<file path="src/rtl/coin_acceptor_if.sv">
// Signal bundle between the coin acceptor and its surroundings: raw slot sensors and
// downstream busy in, coin code and reject gate out; audit counters only with COIN_AUDIT_EN.
interface coin_acceptor_if;
    logic       sense5_raw;
    logic       sense10_raw;
    logic       busy;
    logic [1:0] coin;
    logic       reject;
`ifdef COIN_AUDIT_EN
    logic [7:0] accepted_cnt;
    logic [7:0] rejected_cnt;

    modport master (
        output sense5_raw, sense10_raw, busy,
        input  coin, reject, accepted_cnt, rejected_cnt
    );
    modport slave (
        input  sense5_raw, sense10_raw, busy,
        output coin, reject, accepted_cnt, rejected_cnt
    );
`else
    modport master (
        output sense5_raw, sense10_raw, busy,
        input  coin, reject
    );
    modport slave (
        input  sense5_raw, sense10_raw, busy,
        output coin, reject
    );
`endif
endinterface

</file>
<file path="src/rtl/coin_acceptor.sv">
// Coin acceptor: synchronizes and debounces the 5/10 Rs slot sensors, classifies coins and
// hands them to a vending controller through a one-entry pending slot. Optional audit counters: COIN_AUDIT_EN.
module coin_acceptor #(
    parameter int DEBOUNCE_CYCLES = 4
) (
    input  logic            clk,
    input  logic            reset,
    coin_acceptor_if.slave  bus
);

    typedef enum logic [1:0] {
        IDLE,
        DEBOUNCE,
        WAIT_RELEASE
    } state_t;

    localparam logic [3:0] CNT_FULL = 4'(DEBOUNCE_CYCLES);
    localparam logic [3:0] CNT_LAST = 4'(DEBOUNCE_CYCLES - 1);

    localparam logic [1:0] PAT_NONE = 2'b00;
    localparam logic [1:0] PAT_5    = 2'b01;
    localparam logic [1:0] PAT_10   = 2'b10;
    localparam logic [1:0] PAT_BAD  = 2'b11;

    logic [1:0] meta_q, sync_q;
    state_t     state_q, state_d;
    logic [3:0] cnt_q, cnt_d;
    logic [1:0] pat_q, pat_d;
    logic [1:0] pend_q, pend_d;
    logic [1:0] coin_q, coin_d;
    logic       reject_q, reject_d;
    logic       classify;
    logic       valid_cls;
    logic       bad_cls;
    logic       can_emit;

    // Sensor levels are asynchronous to clk; bit 1 carries the 10 Rs slot, bit 0 the 5 Rs slot.
    // NOTE: sequential state uses non-blocking (<=) so every flop samples pre-edge values.
    always_ff @(posedge clk) begin
        if (reset) begin
            meta_q <= PAT_NONE;
            sync_q <= PAT_NONE;
        end else begin
            meta_q <= {bus.sense10_raw, bus.sense5_raw};
            sync_q <= meta_q;
        end
    end

    always_ff @(posedge clk) begin
        if (reset) begin
            state_q  <= WAIT_RELEASE;
            cnt_q    <= '0;
            pat_q    <= PAT_NONE;
            pend_q   <= PAT_NONE;
            coin_q   <= PAT_NONE;
            reject_q <= 1'b0;
        end else begin
            state_q  <= state_d;
            cnt_q    <= cnt_d;
            pat_q    <= pat_d;
            pend_q   <= pend_d;
            coin_q   <= coin_d;
            reject_q <= reject_d;
        end
    end

    // NOTE: every always_comb output gets a default first so no path can infer a latch.
    always_comb begin
        state_d  = state_q;
        cnt_d    = cnt_q;
        pat_d    = pat_q;
        classify = 1'b0;
        unique case (state_q)
            IDLE: begin
                if (sync_q != PAT_NONE) begin
                    state_d = DEBOUNCE;
                    pat_d   = sync_q;
                    cnt_d   = 4'd1;
                end
            end
            DEBOUNCE: begin
                if (cnt_q == CNT_FULL) begin
                    classify = 1'b1;
                    state_d  = WAIT_RELEASE;
                    cnt_d    = '0;
                end else if (sync_q == PAT_NONE) begin
                    state_d = IDLE;
                    cnt_d   = '0;
                end else if (sync_q == pat_q) begin
                    cnt_d = cnt_q + 4'd1;
                end else begin
                    pat_d = sync_q;
                    cnt_d = 4'd1;
                end
            end
            WAIT_RELEASE: begin
                if (sync_q != PAT_NONE) begin
                    cnt_d = '0;
                end else if (cnt_q == CNT_LAST) begin
                    state_d = IDLE;
                    cnt_d   = '0;
                end else begin
                    cnt_d = cnt_q + 4'd1;
                end
            end
            default: begin
                state_d = WAIT_RELEASE;
                cnt_d   = '0;
            end
        endcase
    end

    assign valid_cls = classify && (pat_q == PAT_5 || pat_q == PAT_10);
    assign bad_cls   = classify && (pat_q == PAT_BAD);
    // Emitting only after an idle coin cycle keeps coin pulses separated.
    assign can_emit  = !bus.busy && (coin_q == PAT_NONE);

    // A reject cycle defers any pending emission so coin and reject never coincide.
    always_comb begin
        coin_d   = PAT_NONE;
        reject_d = 1'b0;
        pend_d   = pend_q;
        if (bad_cls) begin
            reject_d = 1'b1;
        end else if (valid_cls) begin
            if (pend_q == PAT_NONE) begin
                if (can_emit) coin_d = pat_q;
                else          pend_d = pat_q;
            end else if (can_emit) begin
                coin_d = pend_q;
                pend_d = pat_q;
            end else begin
                reject_d = 1'b1;
            end
        end else if (pend_q != PAT_NONE && can_emit) begin
            coin_d = pend_q;
            pend_d = PAT_NONE;
        end
    end

    assign bus.coin   = coin_q;
    assign bus.reject = reject_q;

`ifdef COIN_AUDIT_EN
    logic [7:0] acc_q, rej_q;

    always_ff @(posedge clk) begin
        if (reset) begin
            acc_q <= '0;
            rej_q <= '0;
        end else begin
            if (coin_q != PAT_NONE && acc_q != 8'hFF) acc_q <= acc_q + 8'd1;
            if (reject_q && rej_q != 8'hFF)           rej_q <= rej_q + 8'd1;
        end
    end

    assign bus.accepted_cnt = acc_q;
    assign bus.rejected_cnt = rej_q;
`endif

endmodule

</file>
<file path="src/flat_wrapper.sv">
// flat-port wrapper written by rule: the top's interface ports become plain ports
module coin_acceptor_flat 
#(
    parameter int DEBOUNCE_CYCLES = 4
)
  (clk, reset, bus_sense5_raw, bus_sense10_raw, bus_busy, bus_coin, bus_reject);
  coin_acceptor_if bus_i ();
  input  logic clk;
  input  logic reset;
  input wire logic [$bits(bus_i.sense5_raw)-1:0] bus_sense5_raw;
  input wire logic [$bits(bus_i.sense10_raw)-1:0] bus_sense10_raw;
  input wire logic [$bits(bus_i.busy)-1:0] bus_busy;
  output wire logic [$bits(bus_i.coin)-1:0] bus_coin;
  output wire logic [$bits(bus_i.reject)-1:0] bus_reject;
  assign bus_i.sense5_raw = bus_sense5_raw;
  assign bus_i.sense10_raw = bus_sense10_raw;
  assign bus_i.busy = bus_busy;
  assign bus_coin = bus_i.coin;
  assign bus_reject = bus_i.reject;
  coin_acceptor #(.DEBOUNCE_CYCLES(DEBOUNCE_CYCLES)) u_core (.clk(clk), .reset(reset), .bus(bus_i));
endmodule
</file>
<file path="config.mk">
export PLATFORM = sky130hd
export DESIGN_NAME = coin_acceptor_flat
export DESIGN_NICKNAME = d
export VERILOG_FILES = /design/src/rtl/coin_acceptor_if.sv /design/src/rtl/coin_acceptor.sv /design/src/flat_wrapper.sv
export SDC_FILE = /design/constraint.sdc
export NUM_CORES = 1
export LEC_CHECK = 0
export BUFFER_PORTS_ARGS = -buffer_cell sky130_fd_sc_hd__buf_2
export CORE_AREA = 2 2 41 43
export DETAILED_ROUTE_END_ITERATION = 12
export DIE_AREA = 0 0 43 45
export HOLD_SLACK_MARGIN = 0.08
export MAX_ROUTING_LAYER = met4
export PLACE_DENSITY = 0.81
export SYNTH_ARGS = -nofsm -noshare
export SYNTH_HDL_FRONTEND = slang
export SYNTH_SLANG_ARGS = --single-unit
</file>
<file path="constraint.sdc">
create_clock -name clk -period 2.8 [get_ports clk]
set_input_delay 0.14 -clock clk [delete_from_list [all_inputs] [get_ports clk]]
set_output_delay 0.14 -clock clk [all_outputs]
set_load 0.02 [all_outputs]
</file>
==> results of run 1 <==
[placed cells by master (no fill, tap or decap), types with 2 or more instances in the layout]
cell type      instances
nor2_1                11
nand2b_1               3
ha_1                   3
nand3_1                3
nor2b_1                5
clkbuf_4               3
mux2i_1                2
dfxtp_1               17
or3_1                  2
buf_2                  7
o32ai_1                2
nor3_1                 2
a21oi_1                5
a2111oi_0              2
a31oi_1                2
o21bai_1               2
dlygate4sd3_1          2
and3_1                 3
nand2_1                4
xor2_1                 2
o21ai_0                3
o21a_1                 2
inv_1                  5
[worst max-delay path by stage]
stage | startpoint | end | slack (ps) | cells after the start
finish | u_core.cnt_q[0] | u_core.pat_q[1] | 1030 | 7
global route | u_core.cnt_q[0] | u_core.cnt_q[0] | 800 | 7
CTS | u_core.cnt_q[0] | u_core.pat_q[1] | 1030 | 7
detailed placement | u_core.cnt_q[0] | u_core.pat_q[1] | 1060 | 7
global placement | u_core.cnt_q[0] | u_core.pat_q[1] | 1110 | 7
floorplan | u_core.cnt_q[0] | u_core.pat_q[0] | 1170 | 7
[cell families after synthesis]
kind of cell / share of synthesized area [%]
and+or+nand+nor: 24.0
AOI/OAI and AO/OA: 19.9
DFF: 42.0
buffers and inverters: 3.71
xor gates and xnor gates: 3.25
adders and majority gates: 4.64
muxes: 2.47
[registers in the layout, summed over array words and instances, names as in the netlist]
| signal | count |
|---|---|
| u_core.sync_q | 2 |
| u_core.bus.reject | 1 |
| u_core.state_q | 2 |
| u_core.meta_q | 2 |
| u_core.bus.coin | 2 |
| u_core.cnt_q | 4 |
| u_core.pat_q | 2 |
| u_core.pend_q | 2 |
[metal layers]
metal	GRT usage, %	up-vias	part of all wire (%)
met3	2.40	0	5.9
met2	27.0	21	44
met4	5.45	0	0
met5	-	-	0
met1	22.9	307	50
li1	-	349	-
[through the flow]
| stage | hold slack (ps) | utilization [%] |
|---|---|---|
| 6_report | 222 | 61.1 |
| 5_1_grt | 242 | 61.1 |
| 4_1_cts | 210 | 61.1 |
| 3_5_place_dp | 362 | 58.0 |
| 3_3_place_gp | 358 | 58.0 |
| 2_1_floorplan | 268 | - |
[repair_timing]
action	4_1_cts	5_1_grt
hold endpoints to repair	2	0
hold buffers	2	0
setup endpoints to repair	0	0
[power by group]
group          switching [mW]  internal (mW)  leakage [nW]
combinational          0.0242         0.0200         0.214
sequential            0.00695          0.249         0.138
clock                  0.0714         0.0552        0.0150
[final cells by class]
type | count | area share [%]
repair buffers | 9 | 6.12
flip-flops and latches | 17 | 37.8
inverters | 5 | 2.09
well taps | 16 | 2.23
multi-input cells | 68 | 48.8
clock buffers | 4 | 2.92
[worst reg2reg max path, delay by kind of cell (launching register included)]
family	cells	cell delay [ps]
DFF	1	390
AOI/OAI and AO/OA	2	490
and+or+nand+nor	2	280
muxes	1	220
buffers and inverters	1	90
adders and majority gates	1	190
==> results.txt, run 1 <==
* Number of design-rule violations left by the first detailed-router iteration: 15
* Total die area: 1940 um^2
- The worst hold path belongs to the class in2reg.
- At the worst endpoint, the required time is 2970 ps.
* Post-synthesis instance total: 93
* Clock sink total: 17
- Routability-driven placement finished with a final weighted congestion of 0.868.
- Count of inserted antenna diode cells: 0
- Worst Hold Path EP: u_core.pat_q[0]
- During I/O placement, the number of pins put on the boundary was 8.
- Worst Max-Slew Pin Slew: 418 ps
* Critical register-to-register path endpoint: u_core.pat_q[1]
- Reg-to-reg critical path startpoint: u_core.cnt_q[0]
* Clock Skew: 2.06 ps
* Initial antenna violation count: 0
- Input and output buffers added on the ports amount to 7.
- In this design, the stage delay of the slowest critical-path cell is 390 ps.
* Post-synthesis sequential area ratio: 42.0%
- After clock tree synthesis, the setup repair step added 0 buffers.
- For the finished layout, the period the worst path requires is 1770 ps.
* Via/cell ratio: 5.69
* Crit-path slowest cell: dfxtp_1
- The critical path goes through inv_1 > ha_1 > and3b_1 > o21bai_1 > a211oi_2 > mux2i_1 > nor2_1.
- In the synthesized netlist the async set-or-reset flop fraction comes to 0%.
- Post-layout instance area: 900 um^2
* Largest net degree at the start of global routing: 20
- At the end of the flow, the number of nets in the layout was 112.
* Number of buffers and inverters on the critical path: 1
* Clock latency at the later pin of the worst-skew pair: 280 ps
* Cell family contributing the most delay on the critical path: compound AO/OA/AOI/OAI gates
- In this run the worst path has a maximum fanout of 6.
- After the flow finishes, the layout carries non-filler instances totaling 119.
- Counting distinct cell types in the post-synthesis netlist gives 31.
- HP Start: reset
- The synthesized design contains 0 enable-type register cells.
- CTS tree: built
- Portion of synthesized cell area occupied by the leading cell type: 42.0%
* Result of the run: finished, final reports clean
* Critical Path Sink Type: register
- Worst-case setup slack after placement: 1060 ps
- Root cell of the clock tree: clkbuf_4
- The Yosys step of the flow raised 0 warnings.
- For this design the static power due to leakage is 0.368 nW.
- For this block, the routed nets add up to 1.40 mm of wire.
- Starting utilization of the core area: 55.0%
- After filler insertion, the fill cell instance count of the layout stands at 138.
- Synth-to-Final Area Change: 11.1%
* Placed cells: 113
* Overflow left after global routing: 0
- Across the VDD grid, the largest voltage drop is 0.331 mV.
- By area the synthesized netlist is led by dfxtp_1, nor2_1, ha_1, nor2b_1, a21oi_1.
* RSZ-0062 raised after global routing: no
- In this run the power density over the cells is 475 nW/um^2.
* Detailed-route DRC error count: 0
* Most frequently used cell type in the post-synthesis netlist: dfxtp_1
* Total via count in the routed design: 677
* Syn avg cell area: 8.70 um^2
* Clk slew on worst S/H paths: 90 ps
- Via count of the first global-routing pass: 617
* Max Cap Violations: 0
- Worst slew margin: 71.9%
* Category of the most critical setup path: reg2reg
- Worst Reg-to-Reg Cells: 7
- The hold violation count in the final report came to 0.
- The detail route stage leaves a number of antenna-violating nets equal to 0.
- In this run the horizontal extent of the chip is 43 um.
- Finish-stage setup viols: 0
- Most instantiated flip-flop cell in the synthesis netlist: dfxtp_1
- After routing, the total negative slack on setup checks comes to 0 ps.
- At the worst endpoint, the arrival time is 1940 ps.
- Cells with a size suffix above 1 make up 11.7% of the layout.
- In this run the deepest clock path goes through 2 buffers.
- In the post-route analysis, the smallest setup slack over all paths is 1030 ps.
- The first global-routing pass estimated 2.47 mm of wire.
- Counting instances, the worst hold path has a depth of 2.
* Minimum setup slack among reg-to-reg paths: 1030 ps
* Most frequent cells after synthesis: dfxtp_1, nor2_1, a21oi_1, inv_1, nor2b_1
* Placed cell areas: 853 um^2
* Count of standard-cell rows: 14
- Achievable clock frequency: 566 MHz
- Power, Total: 0.427 mW
* Max Transition Viols Final: 0
- The die is 45 um tall.
- Of all cell types, the one taking the most synthesized area is dfxtp_1.
- Buffers inserted during clock tree synthesis total 3.
- STA classifies the critical path startpoint as a register.
- Across the whole layout, storage elements account for 340 um^2.
- After layout, the worst path uses 63.1% of the clock period.
* Number of gates given a new drive strength after cts: 0
- # H-tree levels: 1
- First-pass detailed-route iteration total: 4
* Nets in the synthesized netlist: 101
* Number of flip-flops and latches in the synthesized netlist: 17
- The multi-input combinational cells in the finished layout cover a total of 439 um^2.
- Total routing resource utilization after global routing: 17.1%
* Cell area after synthesis: 810 um^2
- Post-detailed-route wirelength per cell: 11.8 um
- The HPWL after detailed placement is 991 um.
* Core Footprint: 1470 um^2
Note: power is estimated with default switching activity, not from simulation.
==> run 2, diff against run 1 <==
Settings changed: CORE_AREA 2 2 41 43 to 2 2 42 44, DIE_AREA 0 0 43 45 to 0 0 44 46, PLACE_DENSITY 0.81 to 0.77.
Clock period 2.8 ns to 1.7 ns, I/O delays scaled along.
==> run 2 against run 1 <==
Effect of this change: die area grew 4.6%; hold slack lost 72 ps; flip-flop and latch count unchanged; largest cell class unchanged; highest routed layer is now met4.
==> results.txt, run 2 (synthesis gave the netlist of run 1 again) <==
- The flow ran to the end, and the final reports show no timing, DRC or antenna violations.
- Critical path cell sequence: inv_2 > ha_2 > and3b_2 > o21bai_4 > a211oi_2 > mux2i_1 > nor2_1
- Cell area power density: 775 nW/um^2 (+63%)
- Critical path required time: 1880 ps (-1090 ps)
- The least setup slack across all paths after layout was 33.8 ps (-999 ps).
* Peak supply drop: 0.559 mV (+69%)
- The horizontal extent of the die came to 44 um (+2.3%).
- Worst hold path cell count: 2 (unchanged)
- The worst-path maximum fanout was 3 (-3).
* Die span in y: 46 um (+2.2%)
- CTS tree: built
* Detailed-route DRC error count: 0 (unchanged)
- Overflow left after global routing: 0 (unchanged)
- The worst setup path is launched from a register.
* Largest net degree at the start of global routing: 20 (unchanged)
- The worst reg-to-reg path cell count was 7 (unchanged).
- Post-detailed-route count of antenna-violating nets: 0 (unchanged)
* Total routing resource utilization after global routing: 16.7% (-0.35 points)
- Worst EP arrival: 1850 ps (-90 ps)
- Core Footprint: 1610 um^2 (+9.7%)
* Area of combinational cells with multiple inputs: 464 um^2 (+5.7%)
* Clk slew on worst S/H paths: 110 ps (+20 ps)
* Via/cell ratio: 5.70 (+0.22%)
- Category of the most critical setup path: reg2reg
- The share of cells above drive strength 1 is 24.3% (+13 points).
* Count of inserted antenna diode cells: 0 (unchanged)
* Initial antenna violation count: 0 (unchanged)
- Hold slack: 150 ps (-72.2 ps)
- The tree is rooted in a clkbuf_4.
* Crit share post-route: 98.0% (+35 points)
- Max reg flops: 4 (unchanged)
- Wire length after detailed routing: 1.53 mm (+9.1%)
- Total via count in the routed design: 707 (+4.4%)
* Critical Path Sink Type: register
- Count of standard-cell rows: 15 (+1)
- The count of filler cells inserted in the layout came to 136 (-1.4%).
* Max Cap Violations: 0 (unchanged)
- The hold violation count in the final report is 0 (unchanged).
- The path class of the tightest hold or removal check is in2reg.
- Global placement routability congestion: 0.750 (-14%)
- The minimum clock period after layout was 1670 ps (-101 ps).
* Wire length of the first global-routing pass: 2.45 mm (-0.85%)
* Clock Skew: 11.0 ps (+8.96 ps)
* RSZ-0062 raised after global routing: yes
- Synth-to-Final Area Change: 18.5%
* Worst Max-Slew Pin Slew: 446 ps (+28.3 ps)
- # H-tree levels: 1 (unchanged)
* LEAKAGE: 0.391 nW (+6.4%)
- The initial core utilization is 50.2% (-4.9 points).
- The floorplan die area is 2020 um^2 (+4.6%).
- The max-slew violation count is 0 (unchanged).
- Via count of the first global-routing pass: 652 (+5.7%)
- Count of buffers inserted at the top-level ports: 7 (unchanged)
- Leaving out fill and tap cells, the most frequent cells in the layout are dfxtp_1, nor2_1, buf_2.
- Net total in the final layout: 116 (+3.6%)
- The DRC marker count from the first detailed-route iteration was 16 (+1).
- Post-detailed-route wirelength per cell: 12.3 um (+4.7%)
- Max stage delay on crit path: 350 ps (-40 ps)
- The achievable frequency was 600 MHz (+6.1%).
- I/O pin count: 8 (unchanged)
- Worst slew margin: 70.0% (-1.9 points)
* First-pass detailed-route iteration total: 4 (unchanged)
- Detailed-placement wirelength estimate: 1.11 mm (+12%)
- Clock sink total: 17 (unchanged)
- The number of buffers created by CTS came to 3 (unchanged).
- Crit-path slowest cell: dfxtp_2
* Clock latency at the later pin of the worst-skew pair: 300 ps (+20 ps)
- The pre-CTS setup slack came to 22.9 ps (-1030 ps).
- Largest Register: u_core.cnt_q
- Seq. cell area: 343 um^2 (+0.74%)
* Buffers from clock root to sink, at most: 2 (unchanged)
- The setup-violating endpoint count in the final report was 0 (unchanged).
- Commonest non-fill, non-tap cell in the layout: dfxtp_1
[run 2: cell types whose count changed in the layout (fill, tap and decap cells not counted), moves of 2 or more]
cell     change
buf_4        +4
dfxtp_1      -2
dfxtp_2      +2
inv_1        -2
inv_2        +2
[run 2: worst paths after layout]
| check | startpoint | to | slack, ps |
|---|---|---|---|
| min reg2reg | u_core.meta_q[0] | u_core.sync_q[0] | 450 |
| max reg2reg | u_core.cnt_q[1] | u_core.pat_q[0] | 30 |
| min | reset | u_core.pat_q[0] | 150 |
| max | u_core.cnt_q[1] | u_core.pat_q[0] | 30 |
[run 2: what timing repair did]
item                                   4_1_cts  5_1_grt
hold buffers                                 2        0
resized for setup                            0       10
pin swaps                                    1        3
setup endpoints to repair                    2        5
endpoints found under the hold margin        2        0
buffers inserted                             0        2
[run 2: area by class of cell]
type                            count  share of cell area (%)
Tap cell                           17                    2.22
Inverter                            5                    1.96
Clock buffer                        3                    2.35
Sequential cell                    17                    35.7
Timing Repair Buffer               13                    8.87
Multi-Input combinational cell     68                    48.4
Clock inverter                      1                   0.522
[run 2: power by group]
group | total, mW | switching, mW | internal [mW]
clock | 0.224 | 0.136 | 0.0878
combinational | 0.0968 | 0.0488 | 0.0480
sequential | 0.424 | 0.0113 | 0.412
total | 0.744 | 0.196 | 0.548
[run 2: metal layers]
metal	wire [um]	up-vias	global-route usage (%)	share of wire, %
met5	0	-	-	0
met4	46	0	8.48	3.0
met3	51	6	2.38	3.3
li1	-	358	-	-
met1	679	325	16.9	44
met2	754	18	31.2	49
[run 2: per-stage QoR]
| stage | util [%] | cells | cell area [um^2] | TNS [ps] | power (mW) |
|---|---|---|---|---|---|
| after floorplan | - | 93 | 810 | 0 | 0.484 |
| after global placement | 53.9 | 116 | 870 | 0 | 0.504 |
| after detailed placement | 53.9 | 116 | 870 | 0 | 0.507 |
| after CTS | 56.8 | 122 | 917 | 0 | 0.731 |
| after global routing | 59.5 | 124 | 960 | -74.7 | 0.768 |
| final | 59.5 | 124 | 960 | 0 | 0.744 |
[run 2: critical path, delay by kind of cell, from the launching register on]
family	cells	cell delay, ps
muxes	1	220
and+or+nand+nor	2	280
buffers and inverters	1	40
AOI/OAI and AO/OA	2	480
adders and majority gates	1	160
DFF	1	350
==> run 3, diff against run 2 <==
Settings changed: ABC_AREA from default to 1, CORE_AREA 2 2 42 44 to 2 2 44 46, CTS_CLUSTER_DIAMETER from default to 80, DIE_AREA 0 0 44 46 to 0 0 46 48, PLACE_DENSITY 0.77 to 0.79.
==> run 3 against run 2 <==
Effect of this change: via count up 22%; non-clock buffer count is 4 lower; flip-flop and latch count stayed put; count of clock-buffer cells in the layout unchanged; hold slack got worse by 65 ps; fmax increased by 21%; register-to-register slack improved by 290 ps; final cell count rose by 33%; largest power group unchanged; highest routed layer unchanged.
==> results.txt, run 3 <==
- The flow ran to the end, and the final reports show no timing, DRC or antenna violations.
* Most used cells in the layout excluding fill and tap cells: nand2_1, inv_1, dfxtp_1
- The count of filler cells inserted in the layout is 167 (+23%).
- Core Footprint: 1690 um^2 (+4.7%)
* Number of post-CTS setup repair buffers: 0 (unchanged)
- The floorplan die height was 48 um (+4.3%).
* Wire length of the first global-routing pass: 3.04 mm (+24%)
- Achievable clock frequency: 724 MHz (+21%)
- Worst Reg-to-Reg Cells: 8 (+1)
- Crit-path slowest cell: dfxtp_1
* Worst-path maximum fanout: 5 (+2)
* Total via count in the routed design: 865 (+22%)
* Post-detailed-route wirelength per cell: 11.0 um (-11%)
- Clock Skew: 2.08 ps (-8.94 ps)
- The max-slew violation count was 0 (unchanged).
* Number of flops mapped to enable cells by yosys: 0 (unchanged)
- Total routing resource utilization after global routing: 20.2% (+3.5 points)
- Minimum setup slack among reg-to-reg paths: 320 ps (+290 ps)
- The pin count of the biggest net entering global routing is 14 (-30%).
- Crit share post-route: 81.2% (-17 points)
* CP startpoint kind: register
- HP Start: bus_busy
- Critical path required time: 1900 ps (+20 ps)
* Total die area: 2210 um^2 (+9.1%)
- The least setup slack across all paths after layout was 319 ps (+285 ps).
* Post-synthesis instance total: 136 (+46%)
- The static power due to leakage is 0.496 nW (+27%).
- The setup-violating endpoint count in the final report came to 0 (unchanged).
- The total power per unit cell area came to 760 nW/um^2 (-2.0%).
* Peak supply drop: 0.539 mV (-3.6%)
- Clock sink total: 17 (unchanged)
* Worst Max-Slew Pin Slew: 252 ps (-194 ps)
- Count of inserted antenna diode cells: 0 (unchanged)
- The area share of the leading cell type in the synthesized netlist was 36.9% (-5.2 points).
* Max Cap Violations: 0 (unchanged)
- Synth-to-Final Area Change: 10.8%
- The count of state elements after synthesis was 17 (unchanged).
* Critical register-to-register path endpoint: u_core.pend_q[0]
- The accumulated negative setup slack is 0 ps (unchanged).
- Number of design-rule violations left by the first detailed-router iteration: 11 (-5)
- Detailed-route DRC error count: 0 (unchanged)
- Most frequently used cell type in the post-synthesis netlist: nand2_1
* Hold/Removal Path Class: in2reg
- The worst hold path stage count is 4 (+2).
- The clock transition time at the flip-flop clock pins of the worst setup and hold paths is 100 ps (about the same).
- The number of nets with antenna violations after detailed routing is 0 (unchanged).
- CTS tree: built
* Max reg flops: 4 (unchanged)
* Root cell of the clock tree: clkbuf_4
* Most instantiated flip-flop cell in the synthesis netlist: dfxtp_1
- Reg-to-reg critical path startpoint: u_core.cnt_q[0]
- The count of H-tree levels built during CTS came to 1 (unchanged).
* Initial antenna violation count: 0 (unchanged)
* Post-synth ARST share: 0% (unchanged)
* Clock latency at the later pin of the worst-skew pair: 310 ps (about the same)
- The synthesized area divided by synthesized cell count was 6.79 um^2 (-22%).
- Post-synthesis sequential area ratio: 36.9% (-5.2 points)
- Worst Hold Path EP: u_core.bus.coin[1]
* Commonest non-fill, non-tap cell in the layout: nand2_1
- The initial core utilization was 54.7% (+4.5 points).
- Max stage delay on crit path: 410 ps (+60 ps)
- Wire length after detailed routing: 1.82 mm (+19%)
- Detailed-placement wirelength estimate: 1.36 mm (+23%)
* Overall die width: 46 um (+4.5%)
* Library cell with the largest summed area after synthesis: dfxtp_1
- Cell seen most often among critical-path stages: nand2_1
- Worst slew margin: 83.1% (+13 points)
- Number of gates given a new drive strength after cts: 0 (unchanged)
* Buffers from clock root to sink, at most: 2 (unchanged)
- The mapped cell area came to 923 um^2 (+14%).
* TritonCTS buffer count: 3 (unchanged)
* Count of buffers inserted at the top-level ports: 7 (unchanged)
- Number of buffers and inverters on the critical path: 1 (unchanged)
- RSZ-0062 raised after global routing: no
- Net total in the final layout: 157 (+35%)
* Via count of the first global-routing pass: 779 (+19%)
- The detail-routed via count per cell is 5.24 (-8.1%).
- The critical path in this run is classified as reg2reg.
- The minimum clock period after layout is 1380 ps (-285 ps).
- The routability congestion estimate came to 0.894 (+19%).
- The synthesis warning total was 0 (unchanged).
- Nets in the synthesized netlist: 144 (+43%)
- The hold violation count in the final report is 0 (unchanged).
* # hold bufs at CTS: 2 (unchanged)
- The global-route congestion overflow total was 0 (unchanged).
- Largest Register: u_core.cnt_q
* Worst-case setup slack after placement: 342 ps (+319 ps)
- The row count came to 15 (unchanged).
- Worst EP arrival: 1580 ps (-270 ps)
- Critical Path Sink Type: register
- The share of cells above drive strength 1 came to 20.3% (-4.0 points).
- I/O pin count: 8 (unchanged)
- The number of different library cells in the post-synthesis netlist came to 25 (-19%).
- Critical path cell sequence: inv_1 > ha_1 > nand3_2 > nor3_2 > nor2_1 > nand2_1 > nand2_1 > a21oi_2
- Sorting the synthesized cells by area gives the leading types as dfxtp_1, nand2_1, inv_1, nand3_1, a21oi_1.
- First-pass detailed-route iteration total: 4 (unchanged)
- Cell family contributing the most delay on the critical path: simple AND/OR/NAND/NOR gates
- By count the netlist is led by nand2_1, inv_1, dfxtp_1.
-- run 3: cell count changes after synthesis, moves of 4 or more --
| cell | previous run | this run |
|---|---|---|
| nand3_1 | 3 | 11 |
| nor2_2 | 0 | 5 |
| nand2_2 | 0 | 4 |
| a21oi_1 | 5 | 9 |
| nor2b_1 | 5 | 0 |
| nand2_1 | 4 | 31 |
| inv_1 | 5 | 25 |
-- run 3: routing by layer --
metal | vias up | track usage (%) | wire length, um | part of all wire (%)
li1 | 445 | - | - | -
met1 | 398 | 22.4 | 814 | 45
met2 | 17 | 32.5 | 884 | 49
met3 | 5 | 5.66 | 73 | 4.0
met4 | 0 | 11.4 | 49 | 2.7
met5 | - | - | 0 | 0
-- run 3: report_power, final --
| group | internal (mW) | total (mW) | switching [mW] | leakage (nW) |
|---|---|---|---|---|
| Sequential | 0.414 | 0.430 | 0.0161 | 0.138 |
| Clock | 0.0881 | 0.231 | 0.143 | 0.0177 |
| Combinational | 0.0477 | 0.117 | 0.0694 | 0.340 |
-- run 3: worst max-delay path by stage --
stage,start,to,slack (ps),cells past startpoint
floorplan,u_core.cnt_q[0],u_core.pend_q[0],470,8
global placement,u_core.cnt_q[0],u_core.pend_q[0],390,8
detailed placement,u_core.cnt_q[0],u_core.pend_q[0],340,8
CTS,u_core.cnt_q[0],u_core.pend_q[0],320,8
global route,u_core.cnt_q[0],u_core.cnt_q[3],160,7
finish,u_core.cnt_q[0],u_core.pend_q[0],320,8
-- run 3: logic make-up (layout without fill, tap and decap cells) --
family,count (synthesis),after routing,synth area share (%)
AOI/OAI and AO/OA,16,16,10.3
buffers and inverters,30,42,12.3
xor gates and xnor gates,2,2,1.90
DFF,17,17,36.9
and+or+nand+nor,68,68,34.6
adders and majority gates,3,3,4.07
-- run 3: layout make-up --
class,count,area [um^2],share of cell area (%)
tap,17,21.3,2.08
multi-input combinational,89,469,45.8
clock inverter,1,5.00,0.489
sequential,17,340,33.3
inverter,29,110,10.8
clock buffer,3,22.5,2.20
timing repair buffer,9,55.1,5.38
-- run 3: per-stage QoR --
stage,power [mW],cell area [um^2],instances,utilization (%),hold WS [ps]
5_1_grt,0.821,1020,165,60.6,111
3_3_place_gp,0.544,976,159,57.8,293
3_5_place_dp,0.552,976,159,57.8,299
2_1_floorplan,0.523,923,136,-,154
4_1_cts,0.777,1020,165,60.6,88.2
6_report,0.778,1020,165,60.6,84.6
-- run 3: worst register-to-register path: stages, from the launching register on --
cell     delay (ps)
dfxtp_1         410
inv_1            90
ha_1            220
nand3_2         120
nor3_2           50
nor2_1          160
nand2_1         100
nand2_1          80
a21oi_2          50
